<file path="config.mk">
export PLATFORM = sky130hd
export DESIGN_NAME = ahb3lite_mem_arbiter
export DESIGN_NICKNAME = d
export VERILOG_FILES = /design/src/rtl/ahb3lite_pkg.sv /design/src/rtl/ahb3lite_burst_ctr.sv /design/src/rtl/ahb3lite_mem_arbiter.sv
export SDC_FILE = /design/constraint.sdc
export NUM_CORES = 1
export LEC_CHECK = 0
export CORE_MARGIN = 1
export CORE_UTILIZATION = 35
export CTS_CLUSTER_SIZE = 10
export DETAILED_ROUTE_END_ITERATION = 10
export GPL_TIMING_DRIVEN = 0
export PLACE_DENSITY = 0.76
export SKIP_LAST_GASP = 1
export SLEW_MARGIN = 10
export SYNTH_ARGS = -nofsm -noshare
export SYNTH_HDL_FRONTEND = slang
export SYNTH_SLANG_ARGS = --single-unit
</file>
<file path="constraint.sdc">
create_clock -name HCLK -period 3 [get_ports HCLK]
set_clock_uncertainty 0.2 [all_clocks]
set_input_delay 0.45 -clock HCLK [delete_from_list [all_inputs] [get_ports HCLK]]
set_output_delay 0.45 -clock HCLK [all_outputs]
set_load 0.05 [all_outputs]
</file>
<file path="src/rtl/ahb3lite_pkg.sv">
// ahb3lite_pkg: shared types and constants for the AHB3-Lite slave memory path.
package ahb3lite_pkg;
    typedef enum logic [1:0] {ARB_IDLE, ARB_BURST, ARB_DONE} arb_state;
    localparam int ARB_WORD_BYTES = 4;
endpackage

</file>
<file path="src/rtl/ahb3lite_burst_ctr.sv">
// ahb3lite_burst_ctr: beat address register, beat counter and last-beat flag for port B bursts.
// Ports: clk_i/rst_i clock and sync active-high reset; load_i latches addr_i/len_i;
// advance_i steps to the next word unless hold_i pauses it; addr_o is the current beat
// address; last_o is high when the current beat is the final one.
module ahb3lite_burst_ctr
    import ahb3lite_pkg::*;
(
    input  logic        clk_i,
    input  logic        rst_i,
    input  logic        load_i,
    input  logic        advance_i,
    input  logic        hold_i,
    input  logic [31:0] addr_i,
    input  logic [3:0]  len_i,
    output logic [31:0] addr_o,
    output logic        last_o
);
    logic [31:0] addr_q, addr_d;
    logic [3:0]  cnt_q, cnt_d;

    always_comb begin
        addr_d = addr_q;
        cnt_d  = cnt_q;
        if (load_i) begin
            addr_d = addr_i;
            cnt_d  = len_i;
        end else if (advance_i && !hold_i) begin
            // Address wraps naturally modulo 2^32.
            addr_d = addr_q + 32'(ARB_WORD_BYTES);
            cnt_d  = cnt_q - 4'd1;
        end
    end

    always_ff @(posedge clk_i) begin
        if (rst_i) begin
            addr_q <= '0;
            cnt_q  <= '0;
        end else begin
            addr_q <= addr_d;
            cnt_q  <= cnt_d;
        end
    end

    assign addr_o = addr_q;
    assign last_o = (cnt_q == 4'd0);
endmodule

</file>
<file path="src/rtl/ahb3lite_mem_arbiter.sv">
// ahb3lite_mem_arbiter: shares one memory port between AHB slave port A (absolute priority) and burst port B.
// Ports: HCLK/HRESET clock and sync active-high reset; a_* port A pass-through;
// b_cmd_* burst command handshake; b_wdata/b_beat_ack write beat data and issue strobe;
// b_rdata/b_rvalid registered read data; b_done end-of-burst pulse; b_starved preemption
// flag; mem_* memory port. Optional macro ARB_STATS_EN adds the b_conflicts counter port.
module ahb3lite_mem_arbiter
    import ahb3lite_pkg::*;
#(
    parameter int STARVE_LIMIT = 16
) (
    input  logic        HCLK,
    input  logic        HRESET,
    input  logic [31:0] a_addr,
    input  logic        a_read,
    input  logic        a_write,
    input  logic [31:0] a_wdata,
    output logic [31:0] a_rdata,
    input  logic        b_cmd_valid,
    output logic        b_cmd_ready,
    input  logic [31:0] b_cmd_addr,
    input  logic        b_cmd_write,
    input  logic [3:0]  b_cmd_len,
    input  logic [31:0] b_wdata,
    output logic        b_beat_ack,
    output logic [31:0] b_rdata,
    output logic        b_rvalid,
    output logic        b_done,
    output logic        b_starved,
`ifdef ARB_STATS_EN
    output logic [31:0] b_conflicts,
`endif
    output logic [31:0] mem_addr,
    output logic        mem_read,
    output logic        mem_write,
    output logic [31:0] mem_wdata,
    input  logic [31:0] mem_rdata
);
    localparam logic [15:0] LIMIT = 16'(STARVE_LIMIT);

    arb_state    state_q, state_d;
    logic        wr_q, wr_d;
    logic [15:0] starve_q, starve_d;
    logic [31:0] rdata_q;
    logic        rvalid_q;
    logic [31:0] beat_addr;
    logic        last;
    logic        a_act, in_burst, beat, accept;

    assign a_act    = a_read | a_write;
    assign in_burst = (state_q == ARB_BURST);
    assign beat     = in_burst && !a_act;
    assign accept   = (state_q == ARB_IDLE) && b_cmd_valid;

    ahb3lite_burst_ctr u_ctr (
        .clk_i    (HCLK),
        .rst_i    (HRESET),
        .load_i   (accept),
        .advance_i(in_burst),
        .hold_i   (a_act),
        .addr_i   (b_cmd_addr),
        .len_i    (b_cmd_len),
        .addr_o   (beat_addr),
        .last_o   (last)
    );

    // Both A strobes high is treated as a write.
    assign mem_addr    = a_act ? a_addr : (beat ? beat_addr : '0);
    assign mem_write   = a_act ? a_write : (beat && wr_q);
    assign mem_read    = a_act ? (a_read && !a_write) : (beat && !wr_q);
    assign mem_wdata   = a_act ? a_wdata : (beat ? b_wdata : '0);
    assign a_rdata     = mem_rdata;
    assign b_beat_ack  = beat;
    assign b_cmd_ready = (state_q == ARB_IDLE);
    assign b_done      = (state_q == ARB_DONE);
    assign b_starved   = (starve_q == LIMIT);
    assign b_rdata     = rdata_q;
    assign b_rvalid    = rvalid_q;

    always_comb begin
        state_d  = state_q;
        wr_d     = wr_q;
        starve_d = starve_q;
        case (state_q)
            ARB_IDLE: begin
                starve_d = '0;
                if (b_cmd_valid) begin
                    state_d = ARB_BURST;
                    wr_d    = b_cmd_write;
                end
            end
            ARB_BURST: begin
                if (a_act)
                    starve_d = (starve_q == LIMIT) ? starve_q : starve_q + 16'd1;
                else begin
                    starve_d = '0;
                    if (last) state_d = ARB_DONE;
                end
            end
            default: state_d = ARB_IDLE;
        endcase
    end

    always_ff @(posedge HCLK) begin
        if (HRESET) begin
            state_q  <= ARB_IDLE;
            wr_q     <= 1'b0;
            starve_q <= '0;
            rdata_q  <= '0;
            rvalid_q <= 1'b0;
        end else begin
            state_q  <= state_d;
            wr_q     <= wr_d;
            starve_q <= starve_d;
            rvalid_q <= beat && !wr_q;
            if (beat && !wr_q) rdata_q <= mem_rdata;
        end
    end

`ifdef ARB_STATS_EN
    logic [31:0] conf_q;
    always_ff @(posedge HCLK) begin
        if (HRESET)
            conf_q <= '0;
        else if (in_burst && a_act && conf_q != 32'hFFFF_FFFF)
            conf_q <= conf_q + 32'd1;
    end
    assign b_conflicts = conf_q;
`endif
endmodule
</file>
==> flow_summary.yaml, run 1 <==
placed_design:
  hpwl_microns: 16000
  dpl-instance-area_sq_mm: 0.00811
  gp_congestion: 0.841
  dp_cells: 1081
  dp_slack_ps: -1450
  portBuffers: 304
power:
  max-vdd-ir-drop_mv: 0.304
  cellPowerDensity_mw_per_mm2: 417
  p_leak_uw: 0.00321
route:
  m1WireLength_microns: 8170
  ant_nets: 0
  route.met2.wl_microns: 9980
  drt_iter0_markers: 402
  wirelength_microns: 20200
  viasPerCell: 5.14
  drt_first_pass_iters: 5
  wl_met3_microns: 1690
  wl_per_cell_microns: 18.4
  num_vias: 5630
  drcViolationCount: 0
  highest_layer: "met4"
cts:
  cts_max_level: 3
  cts_sinks: 88
  clk_path_buf_depth: 2
  clkTransAtPathRegs_ps: 60
  cts_tree: "done"
  cts_made_buffers: 9
  clk_latency_ps: 340
  root_buffer: "clkbuf_16"
final_layout:
  seq_area_sq_mm: 0.00176
  multi_input_area_sq_mm: 0.00270
  drive_gt1_frac: 0.150
  nFillCells: 1228
  final_nets: 1091
  layout.cells.most_common: "clkdlybuf4s50_1"
  synthToLayoutAreaGrowth_pct: 74.4
  finalNonFillerCells: 1096
  antenna_cells: 0
  postLayoutCellArea_sq_mm: 0.00846
  layout_common_cells: "clkdlybuf4s50_1 (234), dfxtp_1 (88), nand2_1 (87)"
synthesis:
  synth_cells: 601
  synth_seq_area_share: 0.363
  ys.flop_type: "dfxtp_1"
  synth_fp_nets: 775
  synthArstFlopShare: 0
  synth_edf_count: 0
  synth_warnings: 0
  ys_ff_latch: 88
  synth_cell_types: 54
  netlist_area_sq_mm: 0.00485
  postSynthAreaPerCell_sq_um: 8.07
global_routing:
  gr-total-overflow: 0
  antenna_found_initial: 0
  grt_pass1_wl_microns: 30100
  grtUsageTotal: 0.277
  grt_pass1_vias: 5358
  grt_max_degree: 13
floorplan:
  num_rows: 42
  core_sq_mm: 0.0134
  die_w_microns: 120
  die-area_sq_mm: 0.0143
  die_h_microns: 120
  start_util: 0.362
  pin_count: 305
critical_path:
  cp-start-kind: "input pin"
  critPathBufInv: 5
  rr_endpoint: "u_ctr.addr_o[29]"
  critPathMaxFanout: 10
  r2r_slack_ps: 310
  critPathMaxStageDelay_ps: 530
  crit_chain: "dlygate4sd2_1 > or4b_1 > buf_6 > clkinv_4 > clkbuf_2 > a22o_1 > clkdlybuf4s18_2"
  critPathKind: "input pin to output port"
  required_ps: 2350
  critPathArrivalTime_ps: 2250
  r2r_cells: 7
  worstSetupEndpointType: "output port"
  critical-path-slowest-cell: "or4b_1"
  crit_family: "buffers and inverters"
  reg2reg_from: "state_q[0]"
timing:
  finalSetupViolations: 0
  slew_viol_final: 0
  fmax_ghz: 0.345
  setup_slack_ps: 102
  finalHoldViolCount: 0
  rsz0062_at_grt: "no"
  slew_headroom: 0.429
  min_period_over_period: 0.966
  fin_crit_ps: 2900
  worst_pin_slew_ps: 849
worst_hold_path:
  hold_path.startpoint: "u_ctr.addr_o[1]"
  holdPathEnd: "u_ctr.addr_o[1]"
  hold_depth: 2
  hold_path.class: "flip-flop to flip-flop"
status:
  run_status: "complete, no violations"
job:
  maxCapViolations: 0
## per-layer routing
metal  vias to the layer above  global-route usage
li1                       2766                   -
met1                      2633               0.324
met2                       208               0.482
met3                        23              0.0837
met4                         0              0.0828
met5                         -                   0
## worst reg2reg max path: stages (launching register included)
cell	delay, ps
dfxtp_1	400
or4b_1	470
buf_6	150
buf_4	170
nor4_4	400
nand3_1	200
mux2i_1	160
a2111oi_0	400
## repair_timing
item                       4_1_cts  5_1_grt
cloned                           1        0
hold buffers                     0        0
pin swaps                        1        0
buffers inserted                 1        0
gates resized for setup        380        4
setup endpoints to repair       68        2
## Yosys cell counts, types with 3 or more instances
library cell	n	area (sq um)
a211oi_1	26	195
a21oi_1	46	230
a22o_1	63	552
and3_1	9	56.3
and4_1	4	35.0
buf_1	6	22.5
buf_4	32	240
clkbuf_1	33	124
dfxtp_1	88	1760
ha_1	4	50.1
inv_1	8	30.0
mux2i_1	3	30.0
nand2_1	87	327
nand2b_1	3	18.8
nand3_1	15	75.1
nand4_1	18	113
nor2_1	58	218
nor3_1	10	50.1
nor3b_1	4	30.0
nor4_1	5	31.3
nor4_4	3	63.8
o21ai_0	9	45.0
or3_1	3	18.8
xnor2_1	9	78.8
xor2_1	21	184
## through the flow
stage / utilization / hold slack, ps / power, uW / TNS, ps
2_1_floorplan: - / 236 / 1940 / -151
3_3_place_gp: 0.605 / 241 / 2460 / -71810
3_5_place_dp: 0.605 / 246 / 2460 / -73500
4_1_cts: 0.632 / 254 / 3550 / 0
5_1_grt: 0.631 / 267 / 3660 / 0
6_report: 0.631 / 250 / 3530 / 0
## final cells by class
| type | count | area share |
|---|---|---|
| sequential | 88 | 0.208 |
| inverter | 9 | 0.00459 |
| timing repair buffer | 306 | 0.357 |
| buffer | 72 | 0.0536 |
| tap | 176 | 0.0260 |
| multi-input combinational | 431 | 0.319 |
| clock buffer | 13 | 0.0284 |
| clock inverter | 1 | 0.00355 |
## report_power, final
| part | internal [uW] | total [uW] | switching, uW |
|---|---|---|---|
| combinational | 502 | 1160 | 659 |
| sequential | 1230 | 1290 | 61.1 |
| clock | 638 | 1080 | 442 |
| total | 2370 | 3530 | 1160 |
## flip-flops by register name (all words and copies together), names as in the netlist
register and cells:
u_ctr.cnt_q 4, b_rdata 32, starve_q 16, wr_q 1, u_ctr.addr_o 32, state_q 2
b_rvalid 1
## worst max path at each step
stage,from,end,slack [ps],depth (start not counted)
5_1_grt,starve_q[4],b_starved,4,5
2_1_floorplan,a_write,mem_addr[30],-80,4
3_5_place_dp,a_write,mem_wdata[6],-1450,8
3_3_place_gp,a_write,mem_wdata[4],-1390,8
6_report,a_write,mem_addr[9],100,7
4_1_cts,a_write,mem_addr[30],70,6
## cells by family after synthesis
kind of cell / share of synthesized area
xor+xnor: 0.0542
simple gates: 0.235
flops: 0.363
fa+ha+maj: 0.0103
buf+inv: 0.0901
compound gates: 0.239
mux: 0.00852
(Power assumes the default switching activity.)
==> inputs of run 2 (changes only) <==
--- a/config.mk
+++ b/config.mk
@@ -10,9 +10,10 @@
 export CTS_CLUSTER_SIZE = 10
 export DETAILED_ROUTE_END_ITERATION = 10
 export GPL_TIMING_DRIVEN = 0
+export HOLD_SLACK_MARGIN = 0.03
 export PLACE_DENSITY = 0.76
 export SKIP_LAST_GASP = 1
-export SLEW_MARGIN = 10
+export SLEW_MARGIN = 20
 export SYNTH_ARGS = -nofsm -noshare
 export SYNTH_HDL_FRONTEND = slang
 export SYNTH_SLANG_ARGS = --single-unit
==> results of run 2 <==
The final DEF is identical to that of run 1; final timing and power are the same.
==> inputs of run 3 (changes only) <==
--- a/config.mk
+++ b/config.mk
@@ -5,13 +5,14 @@
 export SDC_FILE = /design/constraint.sdc
 export NUM_CORES = 1
 export LEC_CHECK = 0
-export CORE_MARGIN = 1
-export CORE_UTILIZATION = 35
+export CAP_MARGIN = 20
+export CORE_AREA = 2 2 118 120
 export CTS_CLUSTER_SIZE = 10
 export DETAILED_ROUTE_END_ITERATION = 10
+export DIE_AREA = 0 0 120 122
 export GPL_TIMING_DRIVEN = 0
 export HOLD_SLACK_MARGIN = 0.03
-export PLACE_DENSITY = 0.76
+export PLACE_DENSITY = 0.79
 export SKIP_LAST_GASP = 1
 export SLEW_MARGIN = 20
 export SYNTH_ARGS = -nofsm -noshare
==> flow_summary.yaml, run 3 (same netlist as run 1, synthesis figures left out) <==
status:
  run_status: "complete, no violations"
route:
  num_vias: 5649
  viasPerCell: 5.15
  ant_nets: 0
  drt_iter0_markers: 269
  drcViolationCount: 0
  drt_first_pass_iters: 5
  wirelength_microns: 19500
  wl_per_cell_microns: 17.8
final_layout:
  layout.cells.most_common: "clkdlybuf4s50_1"
  antenna_cells: 0
  layout_common_cells: "clkdlybuf4s50_1 (234), dfxtp_1 (88), nand2_1 (87)"
  final_nets: 1089
  synthToLayoutAreaGrowth_pct: 71.7
  drive_gt1_frac: 0.151
  nFillCells: 1216
timing:
  rsz0062_at_grt: "no"
  finalSetupTns_ps: 0
  worst_pin_slew_ps: 826
  fin_crit_ps: 2840
  fmax_ghz: 0.352
  slew_headroom: 0.445
  finalHoldViolCount: 0
  slew_viol_final: 0
  finalSetupViolations: 0
  min_period_over_period: 0.947
  setup_slack_ps: 159
critical_path:
  critPathKind: "input pin to output port"
  reg2reg_from: "state_q[0]"
  critical-path-slowest-cell: "or4b_4"
  setup.worst_path.start: "a_write"
  cp_common_cell: "buf_6"
  required_ps: 2350
  crit_family: "buffers and inverters"
  critPathMaxFanout: 10
  critPathMaxStageDelay_ps: 530
  crit_chain: "dlygate4sd2_1 > or4b_4 > buf_6 > clkinv_4 > buf_12 > buf_4 > a22o_1 > buf_6"
  worstSetupEndpointType: "output port"
  critPathBufInv: 6
  cp-start-kind: "input pin"
  critPathArrivalTime_ps: 2190
global_routing:
  grt_max_degree: 13
  grt_pass1_wl_microns: 29200
  grt_pass1_vias: 5365
  gr-total-overflow: 0
  grtUsageTotal: 0.254
  antenna_found_initial: 0
cts:
  cts_tree: "done"
  post_cts_hold_buffer_count: 0
  root_buffer: "clkbuf_16"
  cts_sinks: 88
  clkTransAtPathRegs_ps: 60
  cts_made_buffers: 9
  cts_max_level: 3
  clk_latency_ps: 330
  clk_path_buf_depth: 2
power:
  cellPowerDensity_mw_per_mm2: 425
  p_leak_uw: 0.00320
  max-vdd-ir-drop_mv: 0.213
  p_total_uw: 3540
floorplan:
  num_rows: 43
  core_sq_mm: 0.0135
  start_util: 0.359
  die-area_sq_mm: 0.0146
  die_h_microns: 122
  pin_count: 305
  die_w_microns: 120
worst_hold_path:
  hold_path.class: "flip-flop to flip-flop"
  hold_path.startpoint: "b_rdata[29]"
placed_design:
  gp_congestion: 0.854
  dp_slack_ps: -1380
  hpwl_microns: 15600
  portBuffers: 304
job:
  maxCapViolations: 0
-- run 3: cell count changes in the layout (fill, tap and decap cells not counted), sizes merged --
cell           delta
clkdlybuf4s18     -2
clkbuf            -3
dlygate4sd2       -1
bufbuf            -1
dlymetal6s2s      +1
clkdlybuf4s15    -16
buf              +18
-- run 3: what timing repair did --
action | in CTS | in global routing
endpoints found under the setup margin | 68 | 63
buffers inserted | 1 | 0
gates cloned | 0 | 0
gates resized for setup | 417 | 3
pin swaps | 2 | 2
-- run 3: final timing paths --
| path | endpoint | slack (ps) | depth (start not counted) |
|---|---|---|---|
| worst min-delay path | b_rdata[29] | 250 | 2 |
| worst max-delay path | mem_addr[20] | 160 | 8 |
| worst min register to register | b_rdata[29] | 250 | 2 |
| worst max register to register | u_ctr.addr_o[29] | 430 | 7 |
-- run 3: metal layers --
| metal | global-route usage | vias up | part of all wire |
|---|---|---|---|
| li1 | - | 2768 | - |
| met1 | 0.313 | 2618 | 0.41 |
| met3 | 0.0548 | 29 | 0.074 |
| met2 | 0.440 | 234 | 0.50 |
| met5 | 0 | - | 0 |
| met4 | 0.0838 | 0 | 0.023 |
-- run 3: layout make-up --
cell class	count	area, sq um	share of cell area
Timing Repair Buffer	305	2890	0.347
Multi-Input combinational cell	431	2680	0.322
Sequential cell	88	1760	0.212
Buffer	71	447	0.0537
Clock buffer	11	253	0.0304
Tap cell	180	225	0.0271
Inverter	9	38.8	0.00466
Clock inverter	1	30.0	0.00361
-- run 3: through the flow --
| stage | cells | hold slack [ps] | utilization | area (sq um) |
|---|---|---|---|---|
| floorplan | 601 | 236 | - | 4850 |
| global placement | 1085 | 240 | 0.601 | 8120 |
| detailed placement | 1085 | 246 | 0.601 | 8120 |
| CTS | 1097 | 254 | 0.616 | 8320 |
| global route | 1096 | 271 | 0.617 | 8330 |
| finish | 1096 | 251 | 0.617 | 8330 |
-- run 3: power breakdown --
part | switching [uW] | internal (uW)
sequential | 63.6 | 1230
combinational | 650 | 486
clock | 439 | 673
-- run 3: worst reg2reg max path: cells and delay by family (launching register included) --
family                 cells  cell delay, ps
multiplexers               1             150
AND/OR/NAND/NOR            3             950
flip-flops                 1             400
buffers and inverters      2             330
AO/OA/AOI/OAI              1             410
